## src/rtl/regfile_wb_scheduler_if.sv

```systemverilog
// Writeback request bundle from the two sources (ALU = a, LSU = b) into the scheduler.
// Sources drive valid/rd/data and hold them until the scheduler returns ready.
interface regfile_wb_scheduler_if #(
    parameter int DATA_W = 32,
    parameter int ADDR_W = 5
);
    logic              a_valid;
    logic [ADDR_W-1:0] a_rd;
    logic [DATA_W-1:0] a_data;
    logic              a_ready;
    logic              b_valid;
    logic [ADDR_W-1:0] b_rd;
    logic [DATA_W-1:0] b_data;
    logic              b_ready;

    modport master (
        output a_valid, a_rd, a_data, b_valid, b_rd, b_data,
        input  a_ready, b_ready
    );

    modport slave (
        input  a_valid, a_rd, a_data, b_valid, b_rd, b_data,
        output a_ready, b_ready
    );
endinterface

```

## src/rtl/regfile_wb_scheduler.sv

```systemverilog
// Purpose: round-robin arbiter for the register file write port plus a RAW/WAW scoreboard.
// Latency: 1 cycle from writeback handshake to rf_we/rf_rd/rf_wdata.
// Backpressure: the losing source sees ready low and must hold its request; one grant per cycle.
module regfile_wb_scheduler #(
    parameter int DATA_W = 32,
    parameter int ADDR_W = 5,
    parameter int NREG   = 2 ** ADDR_W
) (
    input  logic                clk,
    input  logic                reset,
    regfile_wb_scheduler_if.slave wb,
    input  logic                iss_valid,
    input  logic [ADDR_W-1:0]   iss_rd,
    input  logic [ADDR_W-1:0]   q_rs1,
    input  logic [ADDR_W-1:0]   q_rs2,
    output logic                q_busy1,
    output logic                q_busy2,
    output logic                rf_we,
    output logic [ADDR_W-1:0]   rf_rd,
    output logic [DATA_W-1:0]   rf_wdata,
    output logic [NREG-1:0]     busy_vec,
    output logic                sb_err
);

    typedef enum logic {FAV_A = 1'b0, FAV_B = 1'b1} ptr_t;

    ptr_t              ptr_q, ptr_d;
    logic              rf_we_q, rf_we_d;
    logic [ADDR_W-1:0] rf_rd_q, rf_rd_d;
    logic [DATA_W-1:0] rf_wdata_q, rf_wdata_d;
    logic [NREG-1:0]   busy_q, busy_d;
    logic              sb_err_q, sb_err_d;

    logic              grant_a, grant_b;
    logic [ADDR_W-1:0] sel_rd;
    logic [DATA_W-1:0] sel_data;
    logic              wr, iss_set;

    always_ff @(posedge clk or negedge reset) begin
        if (!reset) begin
            ptr_q      <= FAV_A;
            rf_we_q    <= 1'b0;
            rf_rd_q    <= '0;
            rf_wdata_q <= '0;
            busy_q     <= '0;
            sb_err_q   <= 1'b0;
        end else begin
            ptr_q      <= ptr_d;
            rf_we_q    <= rf_we_d;
            rf_rd_q    <= rf_rd_d;
            rf_wdata_q <= rf_wdata_d;
            busy_q     <= busy_d;
            sb_err_q   <= sb_err_d;
        end
    end

    always_comb begin
        grant_a  = wb.a_valid && (!wb.b_valid || (ptr_q == FAV_A));
        grant_b  = wb.b_valid && !grant_a;
        sel_rd   = grant_a ? wb.a_rd : wb.b_rd;
        sel_data = grant_a ? wb.a_data : wb.b_data;

        ptr_d = ptr_q;
        if (grant_a) begin
            ptr_d = FAV_B;
        end else if (grant_b) begin
            ptr_d = FAV_A;
        end

        // x0 handshakes complete but never reach the register file or scoreboard.
        wr         = (grant_a || grant_b) && (sel_rd != '0);
        rf_we_d    = wr;
        rf_rd_d    = wr ? sel_rd : rf_rd_q;
        rf_wdata_d = wr ? sel_data : rf_wdata_q;

        iss_set = iss_valid && (iss_rd != '0);

        // Set is applied after clear so a new producer wins over a retiring one.
        busy_d = busy_q;
        if (wr) begin
            busy_d[sel_rd] = 1'b0;
        end
        if (iss_set) begin
            busy_d[iss_rd] = 1'b1;
        end
        busy_d[0] = 1'b0;

        sb_err_d = (iss_set && busy_q[iss_rd]) || (wr && !busy_q[sel_rd]);
    end

    assign wb.a_ready = grant_a;
    assign wb.b_ready = grant_b;
    assign q_busy1    = (q_rs1 != '0) && busy_q[q_rs1];
    assign q_busy2    = (q_rs2 != '0) && busy_q[q_rs2];
    assign rf_we      = rf_we_q;
    assign rf_rd      = rf_rd_q;
    assign rf_wdata   = rf_wdata_q;
    assign busy_vec   = busy_q;
    assign sb_err     = sb_err_q;

endmodule

```

## src/flat_wrapper.sv

```systemverilog
// flat-port wrapper written by rule: the top's interface ports become plain ports
module regfile_wb_scheduler_flat 
#(
    parameter int DATA_W = 32,
    parameter int ADDR_W = 5,
    parameter int NREG   = 2 ** ADDR_W
)
  (clk, reset, iss_valid, iss_rd, q_rs1, q_rs2, q_busy1, q_busy2, rf_we, rf_rd, rf_wdata, busy_vec, sb_err, wb_a_valid, wb_a_rd, wb_a_data, wb_b_valid, wb_b_rd, wb_b_data, wb_a_ready, wb_b_ready);
  regfile_wb_scheduler_if #(.DATA_W(DATA_W), .ADDR_W(ADDR_W)) wb_i ();
  input  logic clk;
  input  logic reset;
  input  logic iss_valid;
  input  logic [ADDR_W-1:0] iss_rd;
  input  logic [ADDR_W-1:0] q_rs1;
  input  logic [ADDR_W-1:0] q_rs2;
  output logic q_busy1;
  output logic q_busy2;
  output logic rf_we;
  output logic [ADDR_W-1:0] rf_rd;
  output logic [DATA_W-1:0] rf_wdata;
  output logic [NREG-1:0] busy_vec;
  output logic sb_err;
  input wire logic [$bits(wb_i.a_valid)-1:0] wb_a_valid;
  input wire logic [$bits(wb_i.a_rd)-1:0] wb_a_rd;
  input wire logic [$bits(wb_i.a_data)-1:0] wb_a_data;
  input wire logic [$bits(wb_i.b_valid)-1:0] wb_b_valid;
  input wire logic [$bits(wb_i.b_rd)-1:0] wb_b_rd;
  input wire logic [$bits(wb_i.b_data)-1:0] wb_b_data;
  output wire logic [$bits(wb_i.a_ready)-1:0] wb_a_ready;
  output wire logic [$bits(wb_i.b_ready)-1:0] wb_b_ready;
  assign wb_i.a_valid = wb_a_valid;
  assign wb_i.a_rd = wb_a_rd;
  assign wb_i.a_data = wb_a_data;
  assign wb_i.b_valid = wb_b_valid;
  assign wb_i.b_rd = wb_b_rd;
  assign wb_i.b_data = wb_b_data;
  assign wb_a_ready = wb_i.a_ready;
  assign wb_b_ready = wb_i.b_ready;
  regfile_wb_scheduler #(.DATA_W(DATA_W), .ADDR_W(ADDR_W), .NREG(NREG)) u_core (.clk(clk), .reset(reset), .wb(wb_i), .iss_valid(iss_valid), .iss_rd(iss_rd), .q_rs1(q_rs1), .q_rs2(q_rs2), .q_busy1(q_busy1), .q_busy2(q_busy2), .rf_we(rf_we), .rf_rd(rf_rd), .rf_wdata(rf_wdata), .busy_vec(busy_vec), .sb_err(sb_err));
endmodule
```

## config.mk

```make
export PLATFORM = sky130hd
export DESIGN_NAME = regfile_wb_scheduler_flat
export DESIGN_NICKNAME = d
export VERILOG_FILES = /design/src/rtl/regfile_wb_scheduler_if.sv /design/src/rtl/regfile_wb_scheduler.sv /design/src/flat_wrapper.sv
export SDC_FILE = /design/constraint.sdc
export NUM_CORES = 1
export LEC_CHECK = 0
export BUFFER_PORTS_ARGS = -buffer_cell sky130_fd_sc_hd__buf_2
export CORE_MARGIN = 1.5
export CORE_UTILIZATION = 50
export CTS_CLUSTER_SIZE = 12
export DETAILED_ROUTE_END_ITERATION = 10
export GPL_TIMING_DRIVEN = 0
export HOLD_SLACK_MARGIN = 0.05
export PLACE_DENSITY = 0.8
export SETUP_SLACK_MARGIN = 0.02
export SLEW_MARGIN = 30
export SYNTH_ARGS = -nofsm -noshare
export SYNTH_HDL_FRONTEND = slang
export SYNTH_SLANG_ARGS = --single-unit
```

## constraint.sdc

```tcl
create_clock -name clk -period 3 [get_ports clk]
set_input_delay 0.3 -clock clk [delete_from_list [all_inputs] [get_ports clk]]
set_output_delay 0.3 -clock clk [all_outputs]
set_load 0.005 [all_outputs]
```

# --- Word level (Yosys, flattened, before mapping) ---
# Cells that the tools add are included.
word_totals:
  ff_bits: 71
  word_cells: 55
op_classes:
  n_lt_le_gt_ge: 6
  n_mux: 18
  bitwise: 4
  reduce_logical: 21
ops:
  columns: ["operator", "count"]
  rows:
  - ["32-bit two-way mux", 3]
  - ["32-bit bitwise AND", 1]
  - ["32-bit inverter", 1]
  - ["32-bit bitwise OR", 1]
  - ["5-bit by 6-bit < comparator with 1-bit output (second input constant)", 4]
  - ["1-bit binary-select mux with 5-bit select", 4]
  - ["5-bit nonzero test", 4]
  - ["1-bit demux with 5-bit select", 2]
  - ["5-bit by 1-bit >= comparator with 1-bit output (second input constant)", 2]
  - ["1-bit logical AND", 10]
  - ["1-bit two-way mux", 8]
  - ["5-bit two-way mux", 1]
  - ["1-bit logical NOT", 3]
  - ["1-bit logical OR", 3]
  - ["2-bit nonzero test", 1]
  - ["1-bit inverter", 1]

# --- Logic depth before layout (Yosys ltp) ---
logic_depth:
  depth_word: 13
  ltp_mapped: 9

# --- Least setup slack after synthesis ---
# Ideal clock, no wire load.
synth_timing:
  kind: "input port to output port"
  start: "input q_rs2[0]"
  end: "output q_busy2"
  arrival_time_ps: 1999
  t_required_ps: 2700
  path_slack_ps: 701
  stages: 4
  n_path_buf: 1
  path_cell_list: "clkbuf_1 > mux4_2 > mux4_2 > mux2_2"
synth_between:
  elab_chain_cells: 3
  word_cells_on_any_way: 4
  classes_between: "mux (2); reduce/logical (2)"
synth_lines:
  columns: ["element", "line_no", "rtl"]
  rows:
  - ["start: declaration", "flat_wrapper.sv:15", "input logic [ADDR_W-1:0] q_rs2;"]
  - ["1-bit binary-select mux with 5-bit select", "regfile_wb_scheduler.sv:94", "assign q_busy2 = (q_rs2 != '0) && busy_q[q_rs2];"]
  - ["1-bit two-way mux (not written as such)", "regfile_wb_scheduler.sv:94", null]
  - ["1-bit logical AND (*)", "regfile_wb_scheduler.sv:94", null]
  - ["end: declaration", "flat_wrapper.sv:17", "output logic q_busy2;"]
# Mark *: on every way between the ends. The rest lies on a longest branch, timed or not. The select of a mux whose other input is x is not followed.

# --- Final worst setup path ---
# Ends and elaborated chain as after synthesis.

==> results.md <==
- DRT iter0 DRCs: 417
- Initial cell density of the core: 51.1%
- Antenna diode instance count: 0
- CTS buffer count: 9
- Worst Skew: 7.04 ps
- Total via count after detailed routing: 4,716
- Count of nets left with antenna violations after detail routing: 0
- WHS Path Cells: 3
- Path type of the worst min-delay path: input port to register
- EDFF count, synth: 0
- Sum of negative setup slack: 0 ps
- Cell Area, Placed: 5380 sq um
- Slew of the pin with the lowest slew margin: 711 ps
- CTS tree: built
- Endpoint kind of the worst setup timing path: output port
- Top cells by area in the synthesized netlist: sky130_fd_sc_hd__dfrtp_1 (40%), sky130_fd_sc_hd__mux4_2 (12%), sky130_fd_sc_hd__nand2_1 (8.4%)
- Req. time, crit path: 2700 ps
- Largest net degree at the start of global routing: 50
- Synthesis Warnings: 0
- Final design instance area without fill: 5590 sq um
- Fraction of layout instances using a drive strength above 1: 35.4%
- Gate count of the mapped netlist: 476
- Worst Path Arrival: 2300 ps
- Post-synth design cell area: 4420 sq um
- Final-report hold violation count: 0
- Wirelength, routed: 14.4 mm
- Final hold slack: 186 ps
- Vias per cell: 6.20
- Top library cells by usage in the layout, fill and taps aside: sky130_fd_sc_hd__buf_2 (163), sky130_fd_sc_hd__nand2_1 (99), sky130_fd_sc_hd__dfrtp_1 (71)
- Layout-stage area growth over the synthesis result: 26.7%
- Largest area contributor in the netlist: sky130_fd_sc_hd__dfrtp_1
- CTS Root Buffer Type: sky130_fd_sc_hd__clkbuf_8
- Global placer's final weighted congestion: 0.908
- Reg2reg setup slack: 540 ps
- Maximum resistive drop on vdd: 362 uV
- Share of power burned in registers: 43.2%
- Number of placed instances with taps included: 744
- Switching fraction of total power: 36.0%
- Proportion of netlist area held by the largest area contributor: 40.2%
- Leakage dissipation: 2.54 nW
- Insertion delay to the later sink of the worst-skew pair: 350 ps
- Net count after synthesis: 570
- Proportion of synthesized chip area in sequential cells: 40.2%
- Total clock sinks: 71
- RSZ-0062 raised after global routing: false
- Part of the cycle the worst path needs: 86.6%
- Clock transition at the register clock pins on the worst setup and hold paths after CTS: 80 ps
- Total Nets Final: 742
- Worst Slack Setup Final: 402 ps
- Combinational share of power: 32.3%
- Average cell area after synthesis: 9.28 sq um
- Pre-Repair DR Iteration Count: 9
- FFs w/ async S/R, synth: 100%
- Die H: 97.0 microns
- Most common library cell in the layout ignoring fill and taps: sky130_fd_sc_hd__buf_2
- Final non-filler cell total: 761
- R2R cell count: 8
- Top-level port count: 169
- Critical Setup Path Class: input port to output port
- Clock group share of total power: 24.5%
- Ratio of total power to cell area: 590 nW/um^2
- Global route total overflow: 0
- # H-tree levels: 3
- Overall die area: 9410 sq um
- Power dissipated by switching net loads: 1.19 mW
- Cell row count: 34
- Placeable core region: 8640 sq um
- Total design power: 3.30 mW
- CTS Buffer Depth: 2
- Number of library cell types mapped by synthesis: 45
- Routed length per instance: 18.9 microns
- Initial antenna violation count: 0
- Relative slew slack: 52.6%
- PostCTS Resize Cnt: 0
- Startpoint type of the worst setup path: input port
- Total setup violations reported at the end of the flow: 0
- Via count of the first global-routing pass: 4,530
- Maximum fanout encountered on the critical timing path: 9
- Final count of pins violating max slew: 0
- Post-DP HPWL: 10.8 mm
- Prevailing post-synth register cell: sky130_fd_sc_hd__dfrtp_1
- IO Port Bufs: 159
- Shortest clock period the worst path allows after layout: 2600 ps
- Overall routing resource usage: 30.9%
- End-of-flow core utilization: 64.8%
- Peak clock frequency supported by timing: 385 MHz
- Int Pwr: 2.11 mW
- Setup slack at placement: 362 ps
- Register bit total from synthesis: 71
- Die outline width: 97.0 microns
- Max-cap violations: 0
- Global-route wire length before repair: 23.0 mm
- Run status: complete, no violations
- Post-CTS setup buffer count: 0
- DRC: 0
[layer usage]
metal / up-vias / wire (microns) / GRT usage [%]
li1: 2086 / - / -
met3: 67 / 1320 / 7.66
met5: - / 0 / 0
met4: 0 / 534 / 12.4
met2: 317 / 6890 / 49.4
met1: 2246 / 5670 / 40.6
[Yosys cell counts (9+ instances only)]
| master | count |
|---|---|
| sky130_fd_sc_hd__nand2b_1 | 9 |
| sky130_fd_sc_hd__nand2_1 | 99 |
| sky130_fd_sc_hd__dfrtp_1 | 71 |
| sky130_fd_sc_hd__mux2_2 | 13 |
| sky130_fd_sc_hd__a31oi_1 | 34 |
| sky130_fd_sc_hd__nor2_1 | 43 |
| sky130_fd_sc_hd__a21oi_1 | 11 |
| sky130_fd_sc_hd__clkbuf_1 | 24 |
| sky130_fd_sc_hd__o21ai_0 | 69 |
| sky130_fd_sc_hd__mux2i_1 | 16 |
| sky130_fd_sc_hd__mux4_2 | 23 |
[worst paths after layout]
kind / startpoint / to
min in group asynchronous: reset / u_core.busy_vec[9]$_DFF_PN0_
max in group asynchronous: reset / u_core.rf_rd[2]$_DFFE_PN0N_
hold reg to reg: u_core.ptr_q$_DFFE_PN0P_ / u_core.ptr_q$_DFFE_PN0P_
setup reg to reg: u_core.ptr_q$_DFFE_PN0P_ / u_core.busy_vec[23]$_DFF_PN0_
setup / recovery: q_rs2[0] / q_busy2
hold / removal: wb_a_data[30] / u_core.rf_wdata[30]$_DFFE_PN0N_
[worst max-delay path: stages]
cell and delay (ps):
sky130_fd_sc_hd__clkbuf_1 500, sky130_fd_sc_hd__mux2_2 400, sky130_fd_sc_hd__nand2_1 60, sky130_fd_sc_hd__o21ai_0 140, sky130_fd_sc_hd__mux4_2 500, sky130_fd_sc_hd__mux2_2 270, sky130_fd_sc_hd__buf_2 130
[sequential cells by signal, indices dropped and copies added, names as in the netlist]
register and flops:
u_core.rf_rd 5, u_core.rf_we 1, u_core.busy_vec 31, u_core.sb_err 1, u_core.rf_wdata 32, u_core.ptr_q 1
[cell families after synthesis]
kind of cell | count (synthesis) | share of synthesized area (%)
AND/OR/NAND/NOR | 174 | 16.6
AO/OA/AOI/OAI | 139 | 19.8
flip-flops | 71 | 40.2
multiplexers | 54 | 19.5
buffers and inverters | 37 | 3.74
other | 1 | 0.0849
[area by class of cell]
class                      count  area, sq um
fill                         757         3040
multi-input combinational    368         2470
sequential                    71         1780
timing repair buffer         161          836
buffer                        33          149
clock buffer                  10          138
tap                          108          135
clock inverter                 6         68.8
inverter                       4         16.3
[power by group through the flow]
| stage | combinational, mW | clock (mW) | sequential (mW) |
|---|---|---|---|
| floorplan | 0.603 | 0 | 1.36 |
| global placement | 1.01 | 0 | 1.42 |
| detailed placement | 1.05 | 0 | 1.43 |
| CTS | 1.06 | 0.810 | 1.41 |
| global route | 1.16 | 0.851 | 1.45 |
| finish | 1.07 | 0.809 | 1.43 |
[timing repair]
action | 4_1_cts | 5_1_grt
hold buffers | 1 | 0
hold endpoints to repair | 22 | 0
setup endpoints to repair | 0 | 0
(Power assumes the default switching activity.)
